===== config.mk =====
export PLATFORM = sky130hd
export DESIGN_NAME = spmv_ctrl_regs
export DESIGN_NICKNAME = d
export VERILOG_FILES = /design/src/rtl/spmv_ctrl_regs.sv
export SDC_FILE = /design/constraint.sdc
export NUM_CORES = 1
export LEC_CHECK = 0
export BUFFER_PORTS_ARGS = -buffer_cell sky130_fd_sc_hd__buf_2
export CORE_ASPECT_RATIO = 0.7
export CORE_MARGIN = 1.5
export CORE_UTILIZATION = 36
export CTS_CLUSTER_SIZE = 20
export DETAILED_ROUTE_END_ITERATION = 10
export PLACE_DENSITY_LB_ADDON = 0.05
export RECOVER_POWER = 25
export SLEW_MARGIN = 20
export SYNTH_ARGS = -nofsm -noshare
export SYNTH_HDL_FRONTEND = slang
export SYNTH_SLANG_ARGS = --single-unit

===== constraint.sdc =====
create_clock -name axil_clk -period 5.5 [get_ports axil_clk]
set_clock_uncertainty 0.2 [all_clocks]
set_input_delay 0.55 -clock axil_clk [delete_from_list [all_inputs] [get_ports axil_clk]]
set_output_delay 0.55 -clock axil_clk [all_outputs]
set_load 0.02 [all_outputs]

===== src/rtl/spmv_ctrl_regs.sv =====
// spmv_ctrl_regs: AXI4-Lite control/status register file for the SpMV kernel array.
// Holds CTRL/ROW_NUM/NNZ configuration, issues start and soft-reset pulses,
// and captures kernel busy/done status plus a run-cycle counter for readback.
module spmv_ctrl_regs #(
    parameter int unsigned CONF_NUM_KERNEL = 1,
    parameter int unsigned SOFT_RST_CYCLES = 16
) (
    input  logic                       axil_clk,
    input  logic                       rstn,

    input  logic                       s_axil_awvalid,
    output logic                       s_axil_awready,
    input  logic [31:0]                s_axil_awaddr,

    input  logic                       s_axil_wvalid,
    output logic                       s_axil_wready,
    input  logic [31:0]                s_axil_wdata,

    output logic                       s_axil_bvalid,
    output logic [1:0]                 s_axil_bresp,
    input  logic                       s_axil_bready,

    input  logic                       s_axil_arvalid,
    output logic                       s_axil_arready,
    input  logic [31:0]                s_axil_araddr,

    output logic                       s_axil_rvalid,
    output logic [31:0]                s_axil_rdata,
    output logic [1:0]                 s_axil_rresp,
    input  logic                       s_axil_rready,

    output logic                       ctrl_start,
    output logic                       soft_rstn,
    output logic                       ctrl_enable,
    output logic [5:0]                 ctrl_mode,
    output logic [31:0]                reg_row_num,
    output logic [31:0]                reg_nnz,

    input  logic [CONF_NUM_KERNEL-1:0] kernel_busy,
    input  logic [CONF_NUM_KERNEL-1:0] kernel_done
);

    localparam int unsigned DATA_W = 32;
    localparam int unsigned OFF_W  = 6;
    localparam int unsigned MODE_W = 6;
    localparam int unsigned SRST_W = 8;

    localparam logic [OFF_W-1:0] OFF_CTRL    = 6'h00;
    localparam logic [OFF_W-1:0] OFF_ROW_NUM = 6'h01;
    localparam logic [OFF_W-1:0] OFF_NNZ     = 6'h02;
    localparam logic [OFF_W-1:0] OFF_STATUS  = 6'h03;
    localparam logic [OFF_W-1:0] OFF_CYCLES  = 6'h04;

    localparam logic [1:0] RESP_OKAY   = 2'b00;
    localparam logic [1:0] RESP_SLVERR = 2'b10;

    // write channel holding registers
    logic              aw_p_q, aw_p_d;
    logic [OFF_W-1:0]  awoff_q, awoff_d;
    logic              w_p_q, w_p_d;
    logic [DATA_W-1:0] wdata_q, wdata_d;
    logic              bvalid_q, bvalid_d;
    logic [1:0]        bresp_q, bresp_d;

    // read channel
    logic              rvalid_q, rvalid_d;
    logic [DATA_W-1:0] rdata_q, rdata_d;
    logic [1:0]        rresp_q, rresp_d;

    // configuration and control
    logic              ctrl_enable_q, ctrl_enable_d;
    logic [MODE_W-1:0] ctrl_mode_q, ctrl_mode_d;
    logic [DATA_W-1:0] row_num_q, row_num_d;
    logic [DATA_W-1:0] nnz_q, nnz_d;
    logic              ctrl_start_q, ctrl_start_d;
    logic [SRST_W-1:0] srst_cnt_q, srst_cnt_d;
    logic              soft_rstn_q, soft_rstn_d;

    // status capture
    logic [CONF_NUM_KERNEL-1:0] busy_q, busy_d;
    logic [CONF_NUM_KERNEL-1:0] done_q, done_d;
    logic [DATA_W-1:0]          cycles_q, cycles_d;

    logic              wr_commit_c;
    logic              srst_active_c;
    logic              any_busy_c;
    logic [DATA_W-1:0] status_c;
    logic [DATA_W-1:0] rd_mux_c;
    logic              rd_err_c;
    logic [OFF_W-1:0]  aroff_c;
    logic              unused_addr_bits;

    assign unused_addr_bits = ^{s_axil_awaddr[31:8], s_axil_awaddr[1:0],
                                s_axil_araddr[31:8], s_axil_araddr[1:0]};

    assign wr_commit_c   = aw_p_q & w_p_q & ~bvalid_q;
    assign srst_active_c = (srst_cnt_q != '0);
    assign any_busy_c    = |busy_q;
    assign aroff_c       = s_axil_araddr[7:2];

    // STATUS word assembly
    always_comb begin
        status_c = '0;
        status_c[0] = any_busy_c;
        status_c[1] = &done_q;
        status_c[16 +: CONF_NUM_KERNEL] = done_q;
    end

    // read data decode from current (pre-commit) register values
    always_comb begin
        rd_mux_c = '0;
        rd_err_c = 1'b0;
        case (aroff_c)
            OFF_CTRL:    rd_mux_c = {23'd0, ctrl_enable_q, 1'b0, ctrl_mode_q, 1'b0};
            OFF_ROW_NUM: rd_mux_c = row_num_q;
            OFF_NNZ:     rd_mux_c = nnz_q;
            OFF_STATUS:  rd_mux_c = status_c;
            OFF_CYCLES:  rd_mux_c = cycles_q;
            default:     rd_err_c = 1'b1;
        endcase
    end

    // next-state logic for channels, registers, pulses and status
    always_comb begin
        aw_p_d        = aw_p_q;
        awoff_d       = awoff_q;
        w_p_d         = w_p_q;
        wdata_d       = wdata_q;
        bvalid_d      = bvalid_q;
        bresp_d       = bresp_q;
        rvalid_d      = rvalid_q;
        rdata_d       = rdata_q;
        rresp_d       = rresp_q;
        ctrl_enable_d = ctrl_enable_q;
        ctrl_mode_d   = ctrl_mode_q;
        row_num_d     = row_num_q;
        nnz_d         = nnz_q;
        ctrl_start_d  = 1'b0;
        srst_cnt_d    = srst_cnt_q;
        busy_d        = busy_q;
        done_d        = done_q;
        cycles_d      = cycles_q;

        // AW/W capture is independent; commit drains both holding registers
        if (wr_commit_c) begin
            aw_p_d = 1'b0;
        end else if (s_axil_awvalid && !aw_p_q) begin
            aw_p_d  = 1'b1;
            awoff_d = s_axil_awaddr[7:2];
        end
        if (wr_commit_c) begin
            w_p_d = 1'b0;
        end else if (s_axil_wvalid && !w_p_q) begin
            w_p_d   = 1'b1;
            wdata_d = s_axil_wdata;
        end

        // soft-reset counter winds down unless reloaded below
        if (srst_active_c) begin
            srst_cnt_d = srst_cnt_q - SRST_W'(1);
        end

        if (wr_commit_c) begin
            bvalid_d = 1'b1;
            bresp_d  = RESP_OKAY;
            case (awoff_q)
                OFF_CTRL: begin
                    ctrl_mode_d   = wdata_q[6:1];
                    ctrl_enable_d = wdata_q[8];
                    if (wdata_q[7]) begin
                        srst_cnt_d = SRST_W'(SOFT_RST_CYCLES);
                    end else if (wdata_q[0] && !any_busy_c) begin
                        ctrl_start_d = 1'b1;
                    end
                end
                OFF_ROW_NUM: row_num_d = wdata_q;
                OFF_NNZ:     nnz_d     = wdata_q;
                default:     bresp_d   = RESP_SLVERR;
            endcase
        end else if (bvalid_q && s_axil_bready) begin
            bvalid_d = 1'b0;
        end

        if (s_axil_arvalid && !rvalid_q) begin
            rvalid_d = 1'b1;
            rdata_d  = rd_mux_c;
            rresp_d  = rd_err_c ? RESP_SLVERR : RESP_OKAY;
        end else if (rvalid_q && s_axil_rready) begin
            rvalid_d = 1'b0;
        end

        // status capture; soft reset and start clear take priority
        busy_d = srst_active_c ? '0 : kernel_busy;
        if (srst_active_c || ctrl_start_q) begin
            done_d = '0;
        end else begin
            done_d = done_q | kernel_done;
        end

        if (ctrl_start_q) begin
            cycles_d = '0;
        end else if (any_busy_c && (cycles_q != '1)) begin
            cycles_d = cycles_q + 32'd1;
        end
    end

    assign soft_rstn_d = (srst_cnt_d == '0);

    // state registers
    always_ff @(posedge axil_clk or negedge rstn) begin
        if (!rstn) begin
            aw_p_q        <= 1'b0;
            awoff_q       <= '0;
            w_p_q         <= 1'b0;
            wdata_q       <= '0;
            bvalid_q      <= 1'b0;
            bresp_q       <= RESP_OKAY;
            rvalid_q      <= 1'b0;
            rdata_q       <= '0;
            rresp_q       <= RESP_OKAY;
            ctrl_enable_q <= 1'b0;
            ctrl_mode_q   <= '0;
            row_num_q     <= '0;
            nnz_q         <= '0;
            ctrl_start_q  <= 1'b0;
            srst_cnt_q    <= '0;
            soft_rstn_q   <= 1'b1;
            busy_q        <= '0;
            done_q        <= '0;
            cycles_q      <= '0;
        end else begin
            aw_p_q        <= aw_p_d;
            awoff_q       <= awoff_d;
            w_p_q         <= w_p_d;
            wdata_q       <= wdata_d;
            bvalid_q      <= bvalid_d;
            bresp_q       <= bresp_d;
            rvalid_q      <= rvalid_d;
            rdata_q       <= rdata_d;
            rresp_q       <= rresp_d;
            ctrl_enable_q <= ctrl_enable_d;
            ctrl_mode_q   <= ctrl_mode_d;
            row_num_q     <= row_num_d;
            nnz_q         <= nnz_d;
            ctrl_start_q  <= ctrl_start_d;
            srst_cnt_q    <= srst_cnt_d;
            soft_rstn_q   <= soft_rstn_d;
            busy_q        <= busy_d;
            done_q        <= done_d;
            cycles_q      <= cycles_d;
        end
    end

    assign s_axil_awready = ~aw_p_q;
    assign s_axil_wready  = ~w_p_q;
    assign s_axil_bvalid  = bvalid_q;
    assign s_axil_bresp   = bresp_q;
    assign s_axil_arready = ~rvalid_q;
    assign s_axil_rvalid  = rvalid_q;
    assign s_axil_rdata   = rdata_q;
    assign s_axil_rresp   = rresp_q;
    assign ctrl_start     = ctrl_start_q;
    assign soft_rstn      = soft_rstn_q;
    assign ctrl_enable    = ctrl_enable_q;
    assign ctrl_mode      = ctrl_mode_q;
    assign reg_row_num    = row_num_q;
    assign reg_nnz        = nnz_q;

endmodule


==> results of run 1 <==
[power groups by stage]
stage               registers (mW)  logic, mW  clock network, mW
global route                  2.26       1.35               1.32
finish                        2.19       1.24               1.22
CTS                           2.19       1.25               1.27
detailed placement            2.22       1.25                  0
global placement              2.18       1.22                  0
floorplan                     2.36      0.601                  0
[kinds of logic (layout without fill, tap and decap cells)]
kind of cell	Yosys count	in the layout	synth area share, %
DFF	191	191	57.5
and+or+nand+nor	183	183	11.2
AOI/OAI and AO/OA	121	121	10.4
muxes	111	111	15.0
buffers and inverters	53	212	2.67
xor gates and xnor gates	25	25	2.64
adders and majority gates	3	3	0.452
other	1	2	0.0451
[worst reg2reg max path, stage by stage, from the launching register on]
cell                      delay, ns
sky130_fd_sc_hd__dfrtp_1       0.38
sky130_fd_sc_hd__or4_1         0.62
sky130_fd_sc_hd__nor3_1        0.25
sky130_fd_sc_hd__nand2_2       0.63
sky130_fd_sc_hd__mux2_2        0.55
[final timing paths]
| kind | startpoint | cells past startpoint | endpoint | slack [ns] |
|---|---|---|---|---|
| max | rstn | 2 | reg_row_num[22] | 2.23 |
| min | rstn | 1 | awoff_q[3] | -0.005 |
| max reg2reg | awoff_q[3] | 4 | reg_row_num[16] | 2.75 |
| min reg2reg | s_axil_rdata[14] | 2 | s_axil_rdata[14] | 0.28 |
| max in group axil_clk | s_axil_araddr[5] | 6 | s_axil_rdata[2] | 2.45 |
| min in group axil_clk | s_axil_rready | 2 | s_axil_rvalid | 0.09 |
[registers in the layout, summed over array words and instances (netlist names), 6 cells and up]
register	count
ctrl_mode	6
srst_cnt_q	8
awoff_q	6
wdata_q	32
reg_nnz	32
reg_row_num	32
s_axil_rdata	32
cycles_q	32
[metrics by stage]
step                power (mW)  utilization [%]
floorplan                 2.96                -
CTS                       4.71             44.3
detailed placement        3.46             41.7
global route              4.93             44.3
finish                    4.65             44.3
global placement          3.41             41.7
[cell type report]
type / count / area, um^2
fillers: 2141 / 12600
flip-flops and latches: 191 / 4780
multi-input cells: 445 / 3350
repair buffers: 173 / 893
clock buffers: 19 / 433
well taps: 312 / 390
clock inverters: 13 / 141
inverters: 7 / 26.3
[cell usage in the layout (no fill, tap or decap), types with 3 or more instances in the layout]
cell,Yosys,routed
sky130_fd_sc_hd__mux2_2,110,110
sky130_fd_sc_hd__nor4b_1,3,3
sky130_fd_sc_hd__buf_4,2,8
sky130_fd_sc_hd__clkinv_4,0,4
sky130_fd_sc_hd__clkinvlp_4,0,3
sky130_fd_sc_hd__nand4_1,12,12
sky130_fd_sc_hd__clkbuf_1,27,3
sky130_fd_sc_hd__o21ai_0,41,41
sky130_fd_sc_hd__nand3b_1,3,3
sky130_fd_sc_hd__and4_4,3,3
sky130_fd_sc_hd__or4_1,4,4
sky130_fd_sc_hd__clkbuf_16,0,17
sky130_fd_sc_hd__xnor2_1,17,17
sky130_fd_sc_hd__o211ai_1,3,3
sky130_fd_sc_hd__nand3_1,14,14
sky130_fd_sc_hd__inv_1,7,7
sky130_fd_sc_hd__nor4_1,7,6
sky130_fd_sc_hd__and4_1,4,4
sky130_fd_sc_hd__dfrtp_1,190,190
sky130_fd_sc_hd__a221o_1,6,6
sky130_fd_sc_hd__or3_1,8,8
sky130_fd_sc_hd__and3_1,9,8
sky130_fd_sc_hd__nor2_1,42,41
sky130_fd_sc_hd__nand2_1,53,51
sky130_fd_sc_hd__o21a_1,3,3
sky130_fd_sc_hd__nor3_1,10,10
sky130_fd_sc_hd__xor2_1,8,8
sky130_fd_sc_hd__a211oi_1,7,7
sky130_fd_sc_hd__buf_2,6,163
sky130_fd_sc_hd__a222oi_1,32,32
sky130_fd_sc_hd__clkinv_2,0,3
sky130_fd_sc_hd__a21oi_1,16,16
sky130_fd_sc_hd__ha_1,3,3
[per-layer routing]
layer	track usage (%)	vias up	wire length, um	part of all wire (%)
met1	27.8	3158	11000	49
met5	0	-	0	0
met4	5.50	0	206	0.91
met3	5.19	12	1300	5.8
li1	-	2836	-	-
met2	30.1	168	10100	45
==> run summary, run 1 <==
The run finished, with violations left. The checks that failed: hold timing, capacitance limit, slew limit. The mean number of vias per cell came out at 5.32.

TritonCTS built the clock tree. The aggregate routed wire length is 22500 um. The total power per unit cell area came out at approximately 460 nW/um^2. In the final layout, the share of cells above drive strength 1 is 38.8%.

The internal power of the cells is 3.05 mW. The kind of critical path is input pin to asynchronous set/reset pin. The floorplan step defined a die boundary enclosing 24000 um^2.

The weighted congestion at the end of routability-driven global placement is 0.784. The path type of the worst min-delay path is input pin to asynchronous set/reset pin. The final instance area came out at 10000 um^2. The flop and latch count out of synthesis came out at 191. The number of slew-limit violations in the final report is between 40 and 50. The worst voltage drop across the vdd grid is ~0.00024 V. The total congestion overflow is 0.

In the post-route analysis, the smallest setup slack over all paths is 2.23 ns. The final-report setup violation count is 0. In this design, the largest share of critical-path delay is due to buffers and inverters. The average wire per cell in the routed design is 19.4 um.

The leakage power summed over all cells is 4.73 nW. The via count of the first global-routing pass is 6205. The initial utilization of the core area, before any placement, comes to 36.7%. The largest stage delay on the critical path came out at 1.84 ns.

The cell area reported after detailed placement came out at 9440 um^2. The number of buffers inserted for hold repair after clock tree synthesis is 0. On the critical path, the stage with the largest delay is an instance of sky130_fd_sc_hd__clkbuf_1.

The insertion delay of the later-clocked pin in the worst-skew pair came out at 0.43 ns. The final hold slack is -0.00514 ns. The yosys synthesis warning count came out at 0. The clock-pin slew of the registers on the worst-case setup and hold paths is 0.07 ns.

Detailed routing inserted a total of 6174 vias. The final hold violation count is 2. The global-route wire length before repair is 35700 um. The sequential cell area fraction in the yosys report came out at 57.5%. By area the synthesized netlist is led by sky130_fd_sc_hd__dfrtp_1, sky130_fd_sc_hd__mux2_2, sky130_fd_sc_hd__a222oi_1, sky130_fd_sc_hd__o21ai_0, sky130_fd_sc_hd__nand2_1. The flip-flop cell with the highest count after synthesis is sky130_fd_sc_hd__dfrtp_1. The endpoint required time on the critical path is 5.31 ns. The placed wire-length estimate after detailed placement is between 10000 and 15000 um. Of the total power, registers draw between 40% and 50%. The summed negative setup slack over all endpoints is 0 ns. The placeable core region is 22600 um^2.

The worst setup path is launched from an input pin. The cell type contributing the most total cell area after synthesis is sky130_fd_sc_hd__dfrtp_1. The maximum operating frequency is a little over 0.3 GHz.

The DRC violation total after the first TritonRoute iteration came out at 533. In this run, post-CTS repair resized a total of 0 instances. The switching share of power is 34.5%.

A synthesized cell averages 12.1 um^2. Setup repair after global routing left no endpoint under its margin. The number of distinct library cells after synthesis is 53. The arrival time at the worst endpoint is 3.08 ns. The most frequent cell after synthesis is sky130_fd_sc_hd__dfrtp_1.

The number of synthesized flops with an enable pin is 0. The max-slew headroom at the worst pin is -68.4%. The async set-or-reset flop fraction in the synthesized netlist is 100%.

Max-cap violations in this run came to 1. The cell area after synthesis came out at 8310 um^2. Buffers placed on the I/O ports in this run total approximately 160. The count of mapped cells out of synthesis came out at 688.

The net switching power is 1.60 mW. The net count of the finished layout came out at 943. The clock network burns 26.3% of the power. The total global-route track usage is 19.7%. The floorplan die width is 185 um.

The largest buffer count on any clock path came out at 2. The detailed-routing iteration count for the pre-antenna-repair pass is 6. The final worst-path cycle share came out at 59.4%.

OpenSTA, run right after detailed placement, puts the worst setup slack at 1.95 ns. The y dimension of the die came out at 130 um. The number of post-CTS setup repair buffers is 0. The placed instance count is approximately 1100. The maximum number of pins on one net before global-route repair came out at 96.

The initial antenna violation count came out at 0. The buffering stage count on the worst path with inverters included is 2. Of the post-synthesis cell area, the dominant cell type holds a little under three fifths. For this run, design rule violations remaining after detail routing come to 0. In this run the count of I/O pins placed on the die edge is around 220. The initialized floorplan defines 46 standard-cell rows.

The time the final worst path needs with I/O delays and setup came out at between 3 and 4 ns. Sorting the synthesized cells by how often they occur yields sky130_fd_sc_hd__dfrtp_1, sky130_fd_sc_hd__mux2_2, sky130_fd_sc_hd__nand2_1. The relative area change from synthesis to final layout is 20.5%. The number of diodes added for antenna fixing is 0. The final cell count without fillers is about 1200. The fraction of power consumed by combinational cells is about a quarter. The number of sinks on the clock net came out at roughly 190. The number of nets still failing antenna checks after routing is 0. The number of buffers inserted during clock tree synthesis came out at 17. The maximum fanout along the worst path came out at 95. The signal on the critical path passes through clkbuf_8, clkbuf_1. The worst setup path is captured at an asynchronous set/reset pin.

The slew at the pin with the worst max-slew slack came out at approximately 2.5 ns. The tree is rooted in a sky130_fd_sc_hd__clkbuf_16. CTS built an H-tree with a depth of 4.
Power figures use the tool's default switching activity.
==> run 2: changes to the inputs <==
==> constraint.sdc (replaced) <==
create_clock -name axil_clk -period 2.8 [get_ports axil_clk]
set_clock_uncertainty 0.2 [all_clocks]
set_input_delay 0.28 -clock axil_clk [delete_from_list [all_inputs] [get_ports axil_clk]]
set_output_delay 0.28 -clock axil_clk [all_outputs]
set_load 0.02 [all_outputs]
==> run summary, run 2 (synthesized netlist as in run 1, its figures left out) <==
The flow ran to the end, but the final reports show violations. The checks that failed: capacitance limit, slew limit. The maximum number of pins on one net before global-route repair is 71. The post-route total power came out at roughly 9.4 mW. Leaving out fill and tap cells, the most frequent cells in the layout are sky130_fd_sc_hd__dfrtp_1, sky130_fd_sc_hd__buf_2, sky130_fd_sc_hd__mux2_2.

Post-CTS timing repair inserted 0 buffers for setup. Setup violations remaining at the end of the flow were counted as 0. TritonCTS built the clock tree. The path type of the worst min-delay path is input pin to flop.

The net count of the finished layout came out at 1004. The post-detailed-route DRC marker count is 0. The total congestion overflow came out at 0. The relative area change from synthesis to final layout came out at 27.8%.

The worst setup path is captured at a flop. The endpoint required time on the critical path is 2.96 ns. After clock tree synthesis, the clock-pin slew on the worst setup and hold paths is about 0.07 ns. The effective utilization at floorplan came out at 36.7%.

In this run the tool buffered the top-level ports with 164 buffer cells. The placed wire-length estimate after detailed placement is 15600 um. The fraction of layout instances using a drive strength above 1 came out at between 30% and 40%. After detailed routing, the average wire length per cell comes to 18.8 um. Setup repair after global routing left no endpoint under its margin.

The final worst-path cycle share is about 89%. Measured along the y axis, the die boundary spans 130 um. The initial antenna violation count was 0. The placeable core region came out at 22600 um^2. Data arrives at the worst endpoint at 2.66 ns. Using the TritonRoute via totals, the vias-per-cell ratio works out to 5.25. The DRC violation total after the first TritonRoute iteration is between 500 and 600.

The global-route wire length before repair came out at 35900 um. Pin placement for this block handled 219 I/O pins. The number of buffers inserted for hold repair after clock tree synthesis came out at 45.

The number of max-capacitance violations reported is 1. The via count of the first global-routing pass came out at ~6400. Leaving out fill and tap cells, the most frequent cell in the layout is sky130_fd_sc_hd__dfrtp_1. Measured against its own limit, the worst slew margin works out to -22.2%. The number of diodes added for antenna fixing is 0. The master cell of the clock root buffer is sky130_fd_sc_hd__clkbuf_16. The largest buffer count on any clock path came out at 2.

The floorplan die width came out at 185 um. The die outline area came out at about 24000 um^2. The slew at the pin with the worst max-slew slack is about 1.8 ns. The via count came out at 6416.

At the end of routability-driven placement, the weighted congestion stood at 0.818. Global routing used 19.8% of the available tracks. The reg-to-reg setup timing slack came out at 0.30 ns. The maximum fanout along the worst path is 18. Row generation in the floorplan step produced 46 rows.

Based on the critical path, the design can be clocked at up to 0.400 GHz. The number of slew-limit violations in the final report is 70. Along the worst hold path, the cell count comes to 3. The logic depth of the worst register-to-register path came out at 6. The analysis attributes to cell leakage a power of ~5 nW.

Clock tree synthesis found a total of 191 sinks. The number of instances resized during post-cts repair is 0. The detailed-routing iteration count for the pre-antenna-repair pass came out at 7.

The summed negative setup slack over all endpoints came out at 0 ns. The number of H-tree branching levels is 4. The type of element launching the critical path is a flop. Counting the buffers created by CTS gives 17. The routed design could run at a clock period as short as 2.50 ns. The final hold violation count came out at 0. The number of nets still failing antenna checks after routing came out at 0. The aggregate routed wire length came out at 22900 um.

The total power per unit cell area came out at 882 nW/um^2. The kind of critical path is flop to flop. VDD sags by at most 0.000460 V. The insertion delay of the later-clocked pin in the worst-skew pair is between 0.4 and 0.5 ns.
[run 2: cell count changes in the layout (fill, tap and decap cells not counted), sizes merged]
cell / delta
bufinv: +1
inv: +5
buf: +15
dlygate4sd3: +45
clkinv: -5
[run 2: routing by layer]
layer  wire length, um  global-route usage (%)  up-vias
met5                 0                       0        -
met4               251                    6.36        0
met3              1200                    4.44       17
met2             10300                    29.6      177
met1             11200                    28.6     3267
li1                  -                       -     2955
[run 2: where the power goes]
group,internal (mW),switching [mW],total [mW]
sequential,3.56,0.749,4.31
combinational,1.16,1.33,2.49
clock,1.42,1.13,2.56
total,6.15,3.21,9.36
[run 2: path summary, 6_finish.rpt]
kind,from,endpoint
max,cycles_q[0],cycles_q[30]
min,s_axil_arvalid,s_axil_rresp[1]
max reg2reg,cycles_q[0],cycles_q[30]
min reg2reg,s_axil_rdata[9],s_axil_rdata[9]
max in group asynchronous,rstn,reg_nnz[24]
min in group asynchronous,rstn,aw_p_q
[run 2: cell type report]
type	count	area (um^2)
clock buffers	18	429
clock inverters	14	179
fillers	2102	12000
inverters	7	26.3
multi-input cells	445	3340
flip-flops and latches	191	4780
well taps	312	390
repair buffers	234	1470
[run 2: metrics by stage]
stage                     worst slack [ns]  hold WS (ns)  util (%)  instance area (um^2)  cells
after floorplan                      0.379        -0.216         -                  8310    689
after global placement               0.345         0.116      42.4                  9590   1144
after detailed placement             0.332         0.129      42.4                  9590   1144
after CTS                            0.295        0.0870      47.1                 10600   1221
after global routing                 0.108        0.0982      46.9                 10600   1221
final                                0.298        0.0962      46.9                 10600   1221
[run 2: worst max-delay path, stage by stage (launching register included)]
cell and delay, ns:
sky130_fd_sc_hd__dfrtp_1 0.43, sky130_fd_sc_hd__ha_1 0.24, sky130_fd_sc_hd__and2_1 0.18, sky130_fd_sc_hd__and4_4 0.27
sky130_fd_sc_hd__or4_4 0.48, sky130_fd_sc_hd__or4_1 0.48, sky130_fd_sc_hd__a21oi_1 0.16
==> run 3: changes to the inputs <==
--- a/config.mk
+++ b/config.mk
@@ -7,7 +7,7 @@
 export LEC_CHECK = 0
 export BUFFER_PORTS_ARGS = -buffer_cell sky130_fd_sc_hd__buf_2
 export CORE_ASPECT_RATIO = 0.7
-export CORE_MARGIN = 1.5
+export CORE_MARGIN = 8
 export CORE_UTILIZATION = 36
 export CTS_CLUSTER_SIZE = 20
 export DETAILED_ROUTE_END_ITERATION = 10
==> constraint.sdc (replaced) <==
create_clock -name axil_clk -period 2.7 [get_ports axil_clk]
set_clock_uncertainty 0.2 [all_clocks]
set_input_delay 0.27 -clock axil_clk [delete_from_list [all_inputs] [get_ports axil_clk]]
set_output_delay 0.27 -clock axil_clk [all_outputs]
set_load 0.02 [all_outputs]
==> run summary, run 3 (synthesized netlist as in run 1, its figures left out) <==
The post-route total power came out at 9.67 mW. The fraction of layout instances using a drive strength above 1 is 38.3%. Setup repair after global routing left no endpoint under its margin. The die covers 28300 um^2.

After floorplanning, the core was sized to cover 22700 um^2. The number of sinks on the clock net is 191. The worst voltage drop across the vdd grid came out at 0.000471 V. The mean number of vias per cell is 5.26. In this run the worst hold path is classified as input pin to asynchronous set/reset pin. The maximum fanout along the worst path came out at 18. The max-slew headroom at the worst pin is 15.5%.

The clock-pin slew of the registers on the worst-case setup and hold paths is 0.07 ns. The global routing stage identified its most utilized layer as met2. The logic depth of the worst register-to-register path came out at 6. The number of max-capacitance violations reported came out at 0. The analysis attributes to cell leakage a power of 5.02 nW. The logic depth of the worst setup path including buffers is 6. In this run the deepest clock path goes through 2 buffers. The count of port buffers added during placement came out at 164. The initial antenna violation count is 0. The weighted congestion at the end of routability-driven global placement came out at 0.755. The y dimension of the die came out at around 140 um. The number of fillers in the final layout came out at 2114. The detailed-routing iteration count for the pre-antenna-repair pass came out at 7. The buffering stage count on the worst path with inverters included came out at 0. Leaving out fill and tap cells, the most frequent cell in the layout is sky130_fd_sc_hd__dfrtp_1.

The global routing usage on met2 came out at 27.0%. The slowest stage cell on the critical path is sky130_fd_sc_hd__or4_1. For this run, the top clock speed supported by timing is slightly below 0.4 GHz. The net count of the finished layout came out at 1006. The tree is rooted in a sky130_fd_sc_hd__clkbuf_16.

The total global-route track usage is roughly 18%. The critical path in this run is classified as flop to flop. The aggregate routed wire length came out at 24600 um.

The number of slew-limit violations in the final report is 0. After layout, the minimum clock period comes to between 2 and 3 ns. The number of diodes added for antenna fixing is 0. The flow ran to the end, and the final reports show no timing, DRC or antenna violations. Global routing finished with a remaining overflow of 0. The insertion delay of the later-clocked pin in the worst-skew pair is 0.44 ns.

The final critical path takes up between 90% and 100% of the cycle. The number of standard-cell rows in the floorplan is 46. The final hold slack came out at 0.0979 ns. The number of post-CTS setup repair buffers is 0.

The relative area change from synthesis to final layout is 27.8%. The arrival time at the worst endpoint is approximately 2.7 ns. The number of nets still failing antenna checks after routing came out at 0. The DRC violation total after the first TritonRoute iteration is 410.

For this design the ratio of total power to cell area is approximately 900 nW/um^2. The endpoint required time on the critical path came out at 2.85 ns. The initial utilization of the core area, before any placement, comes to 36.6%. The largest single stage delay on the critical path is 0.49 ns.

The worst setup path is captured at a flop. Entering global routing, the biggest net connects 86 pins. The die is between 150 and 200 um wide.

The via count of the first global-routing pass is 6736. STA classifies the critical path startpoint as a flop. Adding up every negative setup slack in the final design gives 0 ns. The share of the core filled with cells in the final layout came out at 46.8%. The final hold violation count came out at 0. The signal on the critical path passes through ha_1, and2_1, and4_4, or4_4, or4_1, a21oi_1. The final-report setup violation count is 0. The number of buffers inserted during clock tree synthesis came out at 17. On the critical path the largest part of the delay comes from simple AND/OR/NAND/NOR gates. The slew at the pin with the worst max-slew slack is between 1 and 1.5 ns. The global-route wire length before repair came out at 39200 um.

The number of H-tree branching levels is 4. The met1 routing resource usage after global routing came out at 24.9%. The post-detailed-route DRC marker count is 0. The reg-to-reg setup timing slack is ~0.17 ns. Summing over every cut layer, the via total after detailed routing is 6427. The count of boundary I/O pins is 219.

In the final routed layout, each cell accounts on average for 20.1 um. The placed wire-length estimate after detailed placement is 17100 um. The CTS tree is built. Leaving out fill and tap cells, the most frequent cells in the layout are sky130_fd_sc_hd__dfrtp_1, sky130_fd_sc_hd__buf_2, sky130_fd_sc_hd__mux2_2. Global routing consumed, on the met3 layer, approximately 4.5% of the routing resources.
run 3: cell types whose count changed in the layout (fill, tap and decap cells not counted), moves of 2 or more:
cell	before	now
sky130_fd_sc_hd__buf_2	161	163
sky130_fd_sc_hd__clkbuf_8	0	2
sky130_fd_sc_hd__clkbuf_1	3	1
sky130_fd_sc_hd__clkinv_4	1	3
sky130_fd_sc_hd__inv_6	6	4
run 3: final timing paths:
path / startpoint / to
min reg2reg: s_axil_rdata[11] / s_axil_rdata[11]
max: cycles_q[0] / cycles_q[30]
max in group asynchronous: rstn / s_axil_rdata[18]
max reg2reg: cycles_q[0] / cycles_q[30]
min in group axil_clk: s_axil_araddr[2] / s_axil_rdata[0]
min: rstn / awoff_q[2]
run 3: worst register-to-register path: cells and delay by family, from the launching register on:
| family | cells | cell delay [ns] |
|---|---|---|
| AO/OA/AOI/OAI | 1 | 0.17 |
| adder cells (fa/ha/maj) | 1 | 0.24 |
| flip-flops | 1 | 0.43 |
| AND/OR/NAND/NOR | 4 | 1.41 |
run 3: layout make-up:
class | instances | area (um^2) | area share [%]
Clock buffer | 18 | 439 | 4.14
Clock inverter | 14 | 156 | 1.47
Inverter | 7 | 26.3 | 0.247
Multi-Input combinational cell | 445 | 3350 | 31.5
Sequential cell | 191 | 4780 | 45.0
Tap cell | 312 | 390 | 3.68
Timing Repair Buffer | 236 | 1480 | 13.9
run 3: routing by layer:
metal | vias to the layer above | wire length [um]
li1 | 2959 | -
met1 | 3276 | 11500
met2 | 170 | 11200
met3 | 22 | 1520
met4 | 0 | 284
met5 | - | 0
run 3: power breakdown:
group | internal (mW) | total [mW] | switching [mW]
registers | 3.70 | 4.44 | 0.748
logic | 1.21 | 2.66 | 1.45
clock network | 1.40 | 2.57 | 1.17
run 3: what timing repair did:
| action | 4_1_cts | 5_1_grt |
|---|---|---|
| hold buffers | 45 | 0 |
| hold endpoints to repair | 155 | 0 |
| gates resized for setup | 0 | 0 |
run 3: stage by stage:
step	instance area (um^2)	std cells	setup WS, ns
3_3_place_gp	9600	1146	0.224
5_1_grt	10600	1223	0.0822
6_report	10600	1223	0.169
2_1_floorplan	8310	689	0.279
4_1_cts	10600	1223	0.163
3_5_place_dp	9600	1146	0.190
